==> config.mk <==
export PLATFORM = sky130hd
export DESIGN_NAME = multi_pump_plc
export DESIGN_NICKNAME = d
export VERILOG_FILES = /design/src/rtl/pump_plc_pkg.sv /design/src/rtl/pump_tick_gen.sv /design/src/rtl/multi_pump_plc.sv
export SDC_FILE = /design/constraint.sdc
export NUM_CORES = 1
export LEC_CHECK = 0
export ABC_CLOCK_PERIOD_IN_PS = 6400
export BUFFER_PORTS_ARGS = -buffer_cell sky130_fd_sc_hd__buf_2
export CORE_ASPECT_RATIO = 1.4
export CORE_UTILIZATION = 61
export CTS_CLUSTER_SIZE = 24
export DETAILED_ROUTE_END_ITERATION = 8
export PLACE_DENSITY_LB_ADDON = 0.25
export SETUP_SLACK_MARGIN = 0.2
export SYNTH_ARGS = -nofsm -noshare
export SYNTH_HDL_FRONTEND = slang
export SYNTH_SLANG_ARGS = --single-unit
==> constraint.sdc <==
create_clock -name CLK100MHZ -period 6.4 [get_ports CLK100MHZ]
set_clock_uncertainty 0.2 [all_clocks]
set_input_delay 0.64 -clock CLK100MHZ [delete_from_list [all_inputs] [get_ports CLK100MHZ]]
set_output_delay 0.64 -clock CLK100MHZ [all_outputs]
set_load 0.02 [all_outputs]
==> src/rtl/pump_plc_pkg.sv <==
// Shared types and helpers for the N-pump tank-fill controller.
// Latency: none (declarations and a combinational helper only).
// Backpressure: not applicable.
package pump_plc_pkg;

    typedef enum logic [1:0] {
        ST_IDLE      = 2'd0,
        ST_FILL_LEAD = 2'd1,
        ST_FILL_ALL  = 2'd2,
        ST_LOCKOUT   = 2'd3
    } plc_state_e;

    localparam int MAX_PUMPS = 8;

    // Next index after cur whose healthy bit is set, wrapping at n_pumps.
    // cur itself is the last candidate; with no healthy pump, cur is returned.
    function automatic logic [2:0] next_healthy(
        input logic [2:0] cur,
        input logic [7:0] healthy,
        input int         n_pumps
    );
        logic [2:0] res;
        logic       found;
        logic [3:0] idx;
        res   = cur;
        found = 1'b0;
        for (int k = 1; k <= MAX_PUMPS; k++) begin
            idx = {1'b0, cur} + 4'(k);
            if (idx >= 4'(n_pumps)) begin
                idx = idx - 4'(n_pumps);
            end
            if (!found && (k <= n_pumps) && healthy[idx[2:0]]) begin
                res   = idx[2:0];
                found = 1'b1;
            end
        end
        return res;
    endfunction

endpackage

==> src/rtl/pump_tick_gen.sv <==
// Control-tick strobe: one-clock pulse every TICK_DIV clocks.
// Latency: first pulse TICK_DIV-1 clocks after reset release, then periodic.
// Backpressure: none; free-running.
module pump_tick_gen #(
    parameter int TICK_DIV = 100_000_000
) (
    input  logic clk_i,
    input  logic rst_ni,
    output logic tick_o
);

    localparam int CNT_W = (TICK_DIV > 1) ? $clog2(TICK_DIV) : 1;
    localparam logic [CNT_W-1:0] LAST = CNT_W'(TICK_DIV - 1);

    logic [CNT_W-1:0] cnt_q, cnt_d;

    // Wrap the divider at the last count.
    always_comb begin
        cnt_d = (cnt_q == LAST) ? '0 : cnt_q + CNT_W'(1);
    end

    // Divider counter register.
    always_ff @(posedge clk_i or negedge rst_ni) begin
        if (!rst_ni) begin
            cnt_q <= '0;
        end else begin
            cnt_q <= cnt_d;
        end
    end

    assign tick_o = (cnt_q == LAST);

endmodule

==> src/rtl/multi_pump_plc.sv <==
// N-pump tank-fill controller: hysteresis FSM, lead rotation, dwell, stall lockout, level display.
// Latency: pumps/state update on the edge after the deciding tick; trips and flags in one clock.
// Backpressure: none; level is sampled every clock, pump_fault is level-sensitive.
module multi_pump_plc
    import pump_plc_pkg::*;
#(
    parameter int N_PUMPS       = 2,
    parameter int LVL_W         = 8,
    parameter int IND_SEGS      = 8,
    parameter int LOW_TH        = 64,
    parameter int MID_TH        = 128,
    parameter int HIGH_TH       = 224,
    parameter int TICK_DIV      = 100_000_000,
    parameter int MIN_ON_TICKS  = 4,
    parameter int MIN_OFF_TICKS = 4,
    parameter int STALL_TICKS   = 16
) (
    input  logic                CLK100MHZ,
    input  logic                rst_n,
    input  logic [LVL_W-1:0]    water_lvl,
    input  logic [N_PUMPS-1:0]  pump_fault,
    input  logic                fault_clr,
    output logic [N_PUMPS-1:0]  pump_on,
    output logic                Low,
    output logic                Mid,
    output logic                High,
    output logic [IND_SEGS-1:0] water_indication,
    output logic                water_trend,
    output logic                alarm,
    output logic [1:0]          state
);

    localparam int SEG_SHIFT = LVL_W - $clog2(IND_SEGS);
    localparam int DWELL_MAX = (MIN_ON_TICKS > MIN_OFF_TICKS) ? MIN_ON_TICKS : MIN_OFF_TICKS;
    localparam int DW_W      = (DWELL_MAX > 0) ? $clog2(DWELL_MAX + 1) : 1;
    localparam int ST_W      = $clog2(STALL_TICKS + 1);
    localparam logic [7:0] VALID_MASK = 8'((32'd1 << N_PUMPS) - 32'd1);

    logic tick;

    pump_tick_gen #(.TICK_DIV(TICK_DIV)) u_tick (
        .clk_i  (CLK100MHZ),
        .rst_ni (rst_n),
        .tick_o (tick)
    );

    plc_state_e          state_q, state_d;
    logic [2:0]          lead_q, lead_d, lead_t;
    logic [7:0]          lock_q, lock_d;
    logic [DW_W-1:0]     on_dw_q, on_dw_d, off_dw_q, off_dw_d, on_inc, off_inc;
    logic [ST_W-1:0]     stall_q, stall_d;
    logic [LVL_W-1:0]    prev_q, prev_d, q_lvl;
    logic                trend_q, trend_d;
    logic [N_PUMPS-1:0]  pump_q, pump_d;
    logic                alarm_q, alarm_d;
    logic                low_q, mid_q, high_q;
    logic [IND_SEGS-1:0] ind_q, ind_d;
    logic [7:0]          fault8, healthy, healthy_n, pump8;
    logic                lvl_low, lvl_mid, lvl_high, rising, falling, stall_hit, rotate;

    // Control decisions: trips every clock, FSM/dwell/stall/trend on tick, lockout handling.
    always_comb begin
        fault8   = 8'(pump_fault) & VALID_MASK;
        healthy  = ~fault8 & ~lock_q & VALID_MASK;
        lvl_low  = water_lvl <  LVL_W'(LOW_TH);
        lvl_mid  = water_lvl >= LVL_W'(MID_TH);
        lvl_high = water_lvl >= LVL_W'(HIGH_TH);
        rising   = water_lvl > prev_q;
        falling  = water_lvl < prev_q;
        on_inc   = (on_dw_q  == DW_W'(DWELL_MAX)) ? on_dw_q  : on_dw_q  + DW_W'(1);
        off_inc  = (off_dw_q == DW_W'(DWELL_MAX)) ? off_dw_q : off_dw_q + DW_W'(1);

        state_d   = state_q;
        lock_d    = lock_q;
        on_dw_d   = on_dw_q;
        off_dw_d  = off_dw_q;
        stall_d   = stall_q;
        prev_d    = prev_q;
        trend_d   = trend_q;
        stall_hit = 1'b0;
        rotate    = 1'b0;

        // A tripped lead hands over immediately, independent of the tick.
        lead_t = healthy[lead_q] ? lead_q : next_healthy(lead_q, healthy, N_PUMPS);

        if (tick) begin
            prev_d = water_lvl;
            if (rising) begin
                trend_d = 1'b1;
            end else if (falling) begin
                trend_d = 1'b0;
            end
            case (state_q)
                ST_IDLE: begin
                    off_dw_d = off_inc;
                    stall_d  = '0;
                    if (lvl_low) begin
                        state_d = ST_FILL_ALL;
                        on_dw_d = '0;
                    end else if (!lvl_mid && (off_inc >= DW_W'(MIN_OFF_TICKS))) begin
                        state_d = ST_FILL_LEAD;
                        on_dw_d = '0;
                    end
                end
                ST_FILL_LEAD, ST_FILL_ALL: begin
                    on_dw_d = on_inc;
                    stall_d = rising ? '0 : stall_q + ST_W'(1);
                    if (stall_d == ST_W'(STALL_TICKS)) begin
                        stall_hit = 1'b1;
                        stall_d   = '0;
                    end
                    if (state_q == ST_FILL_LEAD) begin
                        if (lvl_low) begin
                            state_d = ST_FILL_ALL;
                        end else if (lvl_high && (on_inc >= DW_W'(MIN_ON_TICKS))) begin
                            rotate = 1'b1;
                        end
                    end else begin
                        if (lvl_high) begin
                            rotate = 1'b1;
                        end else if (lvl_mid) begin
                            state_d = ST_FILL_LEAD;
                        end
                    end
                    if (rotate) begin
                        state_d  = ST_IDLE;
                        off_dw_d = '0;
                        stall_d  = '0;
                    end
                end
                default: stall_d = '0;
            endcase
        end

        // A clear arriving with a stall detection discards the new lock.
        if (stall_hit && !fault_clr) begin
            lock_d[lead_t] = 1'b1;
        end
        if (fault_clr) begin
            lock_d = '0;
        end
        healthy_n = ~fault8 & ~lock_d & VALID_MASK;

        // Stall and end-of-fill rotation each advance the lead by one healthy slot.
        lead_d = (stall_hit || rotate) ? next_healthy(lead_t, healthy_n, N_PUMPS) : lead_t;

        if (state_q == ST_LOCKOUT) begin
            if (fault_clr && (healthy_n != '0)) begin
                state_d  = ST_IDLE;
                off_dw_d = '0;
            end
        end else if (healthy_n == '0) begin
            state_d = ST_LOCKOUT;
            stall_d = '0;
        end
        if (!healthy_n[lead_d]) begin
            lead_d = next_healthy(lead_d, healthy_n, N_PUMPS);
        end

        case (state_d)
            ST_FILL_LEAD: pump8 = (8'd1 << lead_d) & healthy_n;
            ST_FILL_ALL:  pump8 = healthy_n;
            default:      pump8 = '0;
        endcase
        pump_d  = pump8[N_PUMPS-1:0];
        alarm_d = (|fault8) || (|lock_d) || (state_d == ST_LOCKOUT);
    end

    // Thermometer bar: segments 0..(level >> shift) lit, all dark at zero level.
    always_comb begin
        q_lvl = water_lvl >> SEG_SHIFT;
        ind_d = '0;
        for (int i = 0; i < IND_SEGS; i++) begin
            ind_d[i] = (water_lvl != '0) && (q_lvl >= LVL_W'(i));
        end
    end

    // Control state registers.
    always_ff @(posedge CLK100MHZ or negedge rst_n) begin
        if (!rst_n) begin
            state_q  <= ST_IDLE;
            lead_q   <= '0;
            lock_q   <= '0;
            on_dw_q  <= '0;
            off_dw_q <= DW_W'(DWELL_MAX);
            stall_q  <= '0;
            prev_q   <= '0;
            trend_q  <= 1'b0;
            pump_q   <= '0;
            alarm_q  <= 1'b0;
        end else begin
            state_q  <= state_d;
            lead_q   <= lead_d;
            lock_q   <= lock_d;
            on_dw_q  <= on_dw_d;
            off_dw_q <= off_dw_d;
            stall_q  <= stall_d;
            prev_q   <= prev_d;
            trend_q  <= trend_d;
            pump_q   <= pump_d;
            alarm_q  <= alarm_d;
        end
    end

    // Level flags and bar, registered every clock.
    always_ff @(posedge CLK100MHZ or negedge rst_n) begin
        if (!rst_n) begin
            low_q  <= 1'b0;
            mid_q  <= 1'b0;
            high_q <= 1'b0;
            ind_q  <= '0;
        end else begin
            low_q  <= lvl_low;
            mid_q  <= lvl_mid;
            high_q <= lvl_high;
            ind_q  <= ind_d;
        end
    end

    assign pump_on          = pump_q;
    assign Low              = low_q;
    assign Mid              = mid_q;
    assign High             = high_q;
    assign water_indication = ind_q;
    assign water_trend      = trend_q;
    assign alarm            = alarm_q;
    assign state            = state_q;

endmodule

==> qor.yml <==
routing:
  drt-vias-per-instance: 5.85
  met2_wirelength_um: 5250
  drt-total-wl_um: 9590
  drtAntennaViolNets: 0
  avgRoutedWirePerCell_um: 15.4
  drc: 0
  drtIter0Drc: 184
  wl_met1_um: 3860
  via_count: 3630
  top_layer: "met4"
  drtPass1Iterations: 5
  routed-wl-met3_um: 265
timing:
  tightest_slew_ps: 919
  finalCritPeriodShare_pct: 82.2
  hold_violations: 0
  setup_viol: 0
  slew_viol_final: 0
  rsz0062_at_grt: "no"
  slew_headroom_pct: 38.8
  final.setup.tns_ps: 0
  min_period_ps: 5260
  fmax_ghz: 0.190
die:
  row_count: 36
  core_area_sq_um: 7030
  die_x_um: 74.4
  start_util_pct: 63.6
  dieArea_sq_um: 7680
  die_y_um: 103
  io_pins: 30
clock_tree:
  cts_tree: "done"
  numCtsBuffers: 9
  clock_path_buffers: 2
  cts_resized: 0
  cts_root_buffer: "clkbuf_8"
  ctsHoldBuffers: 0
  insertion_delay_ps: 350
  clock_sinks: 74
  h-tree-depth: 3
  cts_setup_buffers: 0
  clk_pin_slew_worst_paths_ps: 80
yosys:
  async_flop_share_pct: 100
  syn-num-nets: 539
  yosysSeqAreaShare_pct: 41.4
  avgSynthCellArea_sq_um: 9.09
  yosysWarnings: 0
  synth_top_family_by_area: "simple AND/OR/NAND/NOR gates"
  synth_compound_area_share_pct: 16.4
  synth_ff_type: "dfrtp_1"
  synth_fa_ha_area_share_pct: 9.51
  synth-edff-count: 0
  synth_xor_area_share_pct: 4.11
  synthMuxAreaShare_pct: 0.727
  ys_ff_latch: 74
  netlist_instances: 492
  synth-simple-area-share_pct: 23.3
  netlist_area_sq_um: 4470
  synth.distinct_cells: 73
global_routing:
  first_global_vias: 3741
  grt_max_degree: 75
  grt_pass1_wl_um: 16600
  grt_antenna_before_repair: 0
  grt_util_all_layers_pct: 28.3
  grt_overflow: 0
final_layout:
  final_cell_mix: "73 x dfrtp_1, 57 x nand2_1, 56 x nor2_1, 37 x o21ai_0, 34 x ha_1"
  n_antenna_cell: 0
  stdcell_area_sq_um: 4900
  final_nets: 568
  final_common_cell: "dfrtp_1"
  n_fill_cell: 592
  drive_gt1_share_pct: 12.9
  synthToLayoutAreaGrowth_pct: 9.51
worst_setup_path:
  worstPathRequired_ps: 6480
  startpoint: "lead_q[1]"
  ff2ff_path_depth: 16
  path_max_fanout: 8
  endpoint_kind: "flop"
  worstReg2RegStart: "lead_q[1]"
  arrival_ps: 5340
  path_class: "flop to flop"
  setup.worst_path.start_class: "flop"
placed_design:
  gp_congestion: 0.886
  post-dp-hpwl_um: 7040
  placedInstanceArea_sq_um: 4660
  port_buffers: 29
hold_path:
  hp-class: "primary input to async pin"
pwr:
  switchingPower_w: 0.000433
  power.share.combinational_pct: 28.5
  vdd_drop_max_uv: 231
  clockPowerShare_pct: 32.9
  intPower_w: 0.000877
  seq_power_share_pct: 38.6
  p_sw_share_pct: 33.0
  p_per_area_nw_per_um2: 267
  p_leak_nw: 2.22
flow_run:
  maxCapViolations: 0
status:
  status: "complete, no violations"
==> cell usage after synthesis, types with 3 or more instances <==
cell type  number  area (sq um)
a21oi_1        33           165
and2_1          3          18.8
and3_1          4          25.0
clkbuf_1        8          30.0
dfrtp_1        73          1830
ha_1           34           425
inv_1          29           109
nand2_1        57           214
nand2b_1        3          18.8
nand3_1        18          90.1
nand3b_1        4          30.0
nand4_1         7          43.8
nor2_1         56           210
nor2b_1         4          25.0
nor3_1         12          60.1
nor4_1          5          31.3
nor4b_1         3          26.3
o211ai_1        3          22.5
o21a_1          4          30.0
o21ai_0        37           185
or2_1           3          18.8
or2_2           4          25.0
or3_1           5          31.3
or4_1           4          30.0
xnor2_1        12           105
xor2_1          9          78.8
==> final cells by class <==
cell class              instances  area, sq um  share of cell area, %
multi-input cells             376         2420                   49.5
flip-flops and latches         74         1850                   37.8
repair buffers                 30          155                   3.17
clock buffers                  11          131                   2.68
well taps                      95          119                   2.43
inverters                      30          113                   2.30
clock inverters                 5          103                   2.10
==> registers in the layout (all words and copies together), names as in the netlist, 2 cells and up <==
name and cells:
u_tick.cnt_q 27, lock_q 8, prev_q 8, water_indication 8, stall_q 5, lead_q 3
off_dw_q 3, on_dw_q 3, pump_on 2, state 2
==> per-stage QoR <==
stage	cells	total power, W	util [%]	hold slack, ps	setup slack, ps
detailed placement	605	0.000883	66.4	277	1230
CTS	621	0.00132	69.7	253	1180
floorplan	492	0.000825	-	144	1710
global placement	605	0.000874	66.4	246	1300
global route	621	0.00139	69.7	321	726
finish	621	0.00131	69.7	213	1140
==> final timing paths <==
| path | end | slack [ps] |
|---|---|---|
| min | u_tick.cnt_q[5] | 210 |
| max | pump_on[0] | 1140 |
| min reg2reg | u_tick.cnt_q[6] | 300 |
| min in group CLK100MHZ | u_tick.cnt_q[6] | 300 |
| max in group asynchronous | pump_on[0] | 5180 |
| max reg2reg | pump_on[0] | 1140 |
==> power by group through the flow <==
stage / logic (W) / registers, W / clock network, W
after floorplan: 0.000293 / 0.000533 / 0
after global placement: 0.000361 / 0.000513 / 0
after detailed placement: 0.000369 / 0.000514 / 0
after CTS: 0.000373 / 0.000505 / 0.000438
after global routing: 0.000423 / 0.000509 / 0.000459
final: 0.000373 / 0.000506 / 0.000430
==> cells by family after synthesis <==
family	count (synthesis)
compound gates	113
xor+xnor	21
fa+ha+maj	34
buf+inv	42
flops	74
mux	2
simple gates	206
==> worst max-delay path: stages, from the launching register on <==
cell      delay, ps
dfrtp_1         440
inv_1           130
ha_1            340
or4_1           550
o41ai_2         110
a311o_1         410
ha_1            220
nand3_1         140
nor4_4          400
a21oi_1         150
a211oi_1        750
nor2_1          110
nor2_1          250
ha_1            290
and2b_1         220
or3b_1          360
o21ai_2         110
==> per-layer routing <==
layer	track usage (%)	vias to the layer above
li1	-	1787
met1	30.8	1752
met2	52.3	69
met3	3.29	22
met4	15.7	0
met5	0	-
(Power assumes the default switching activity.)
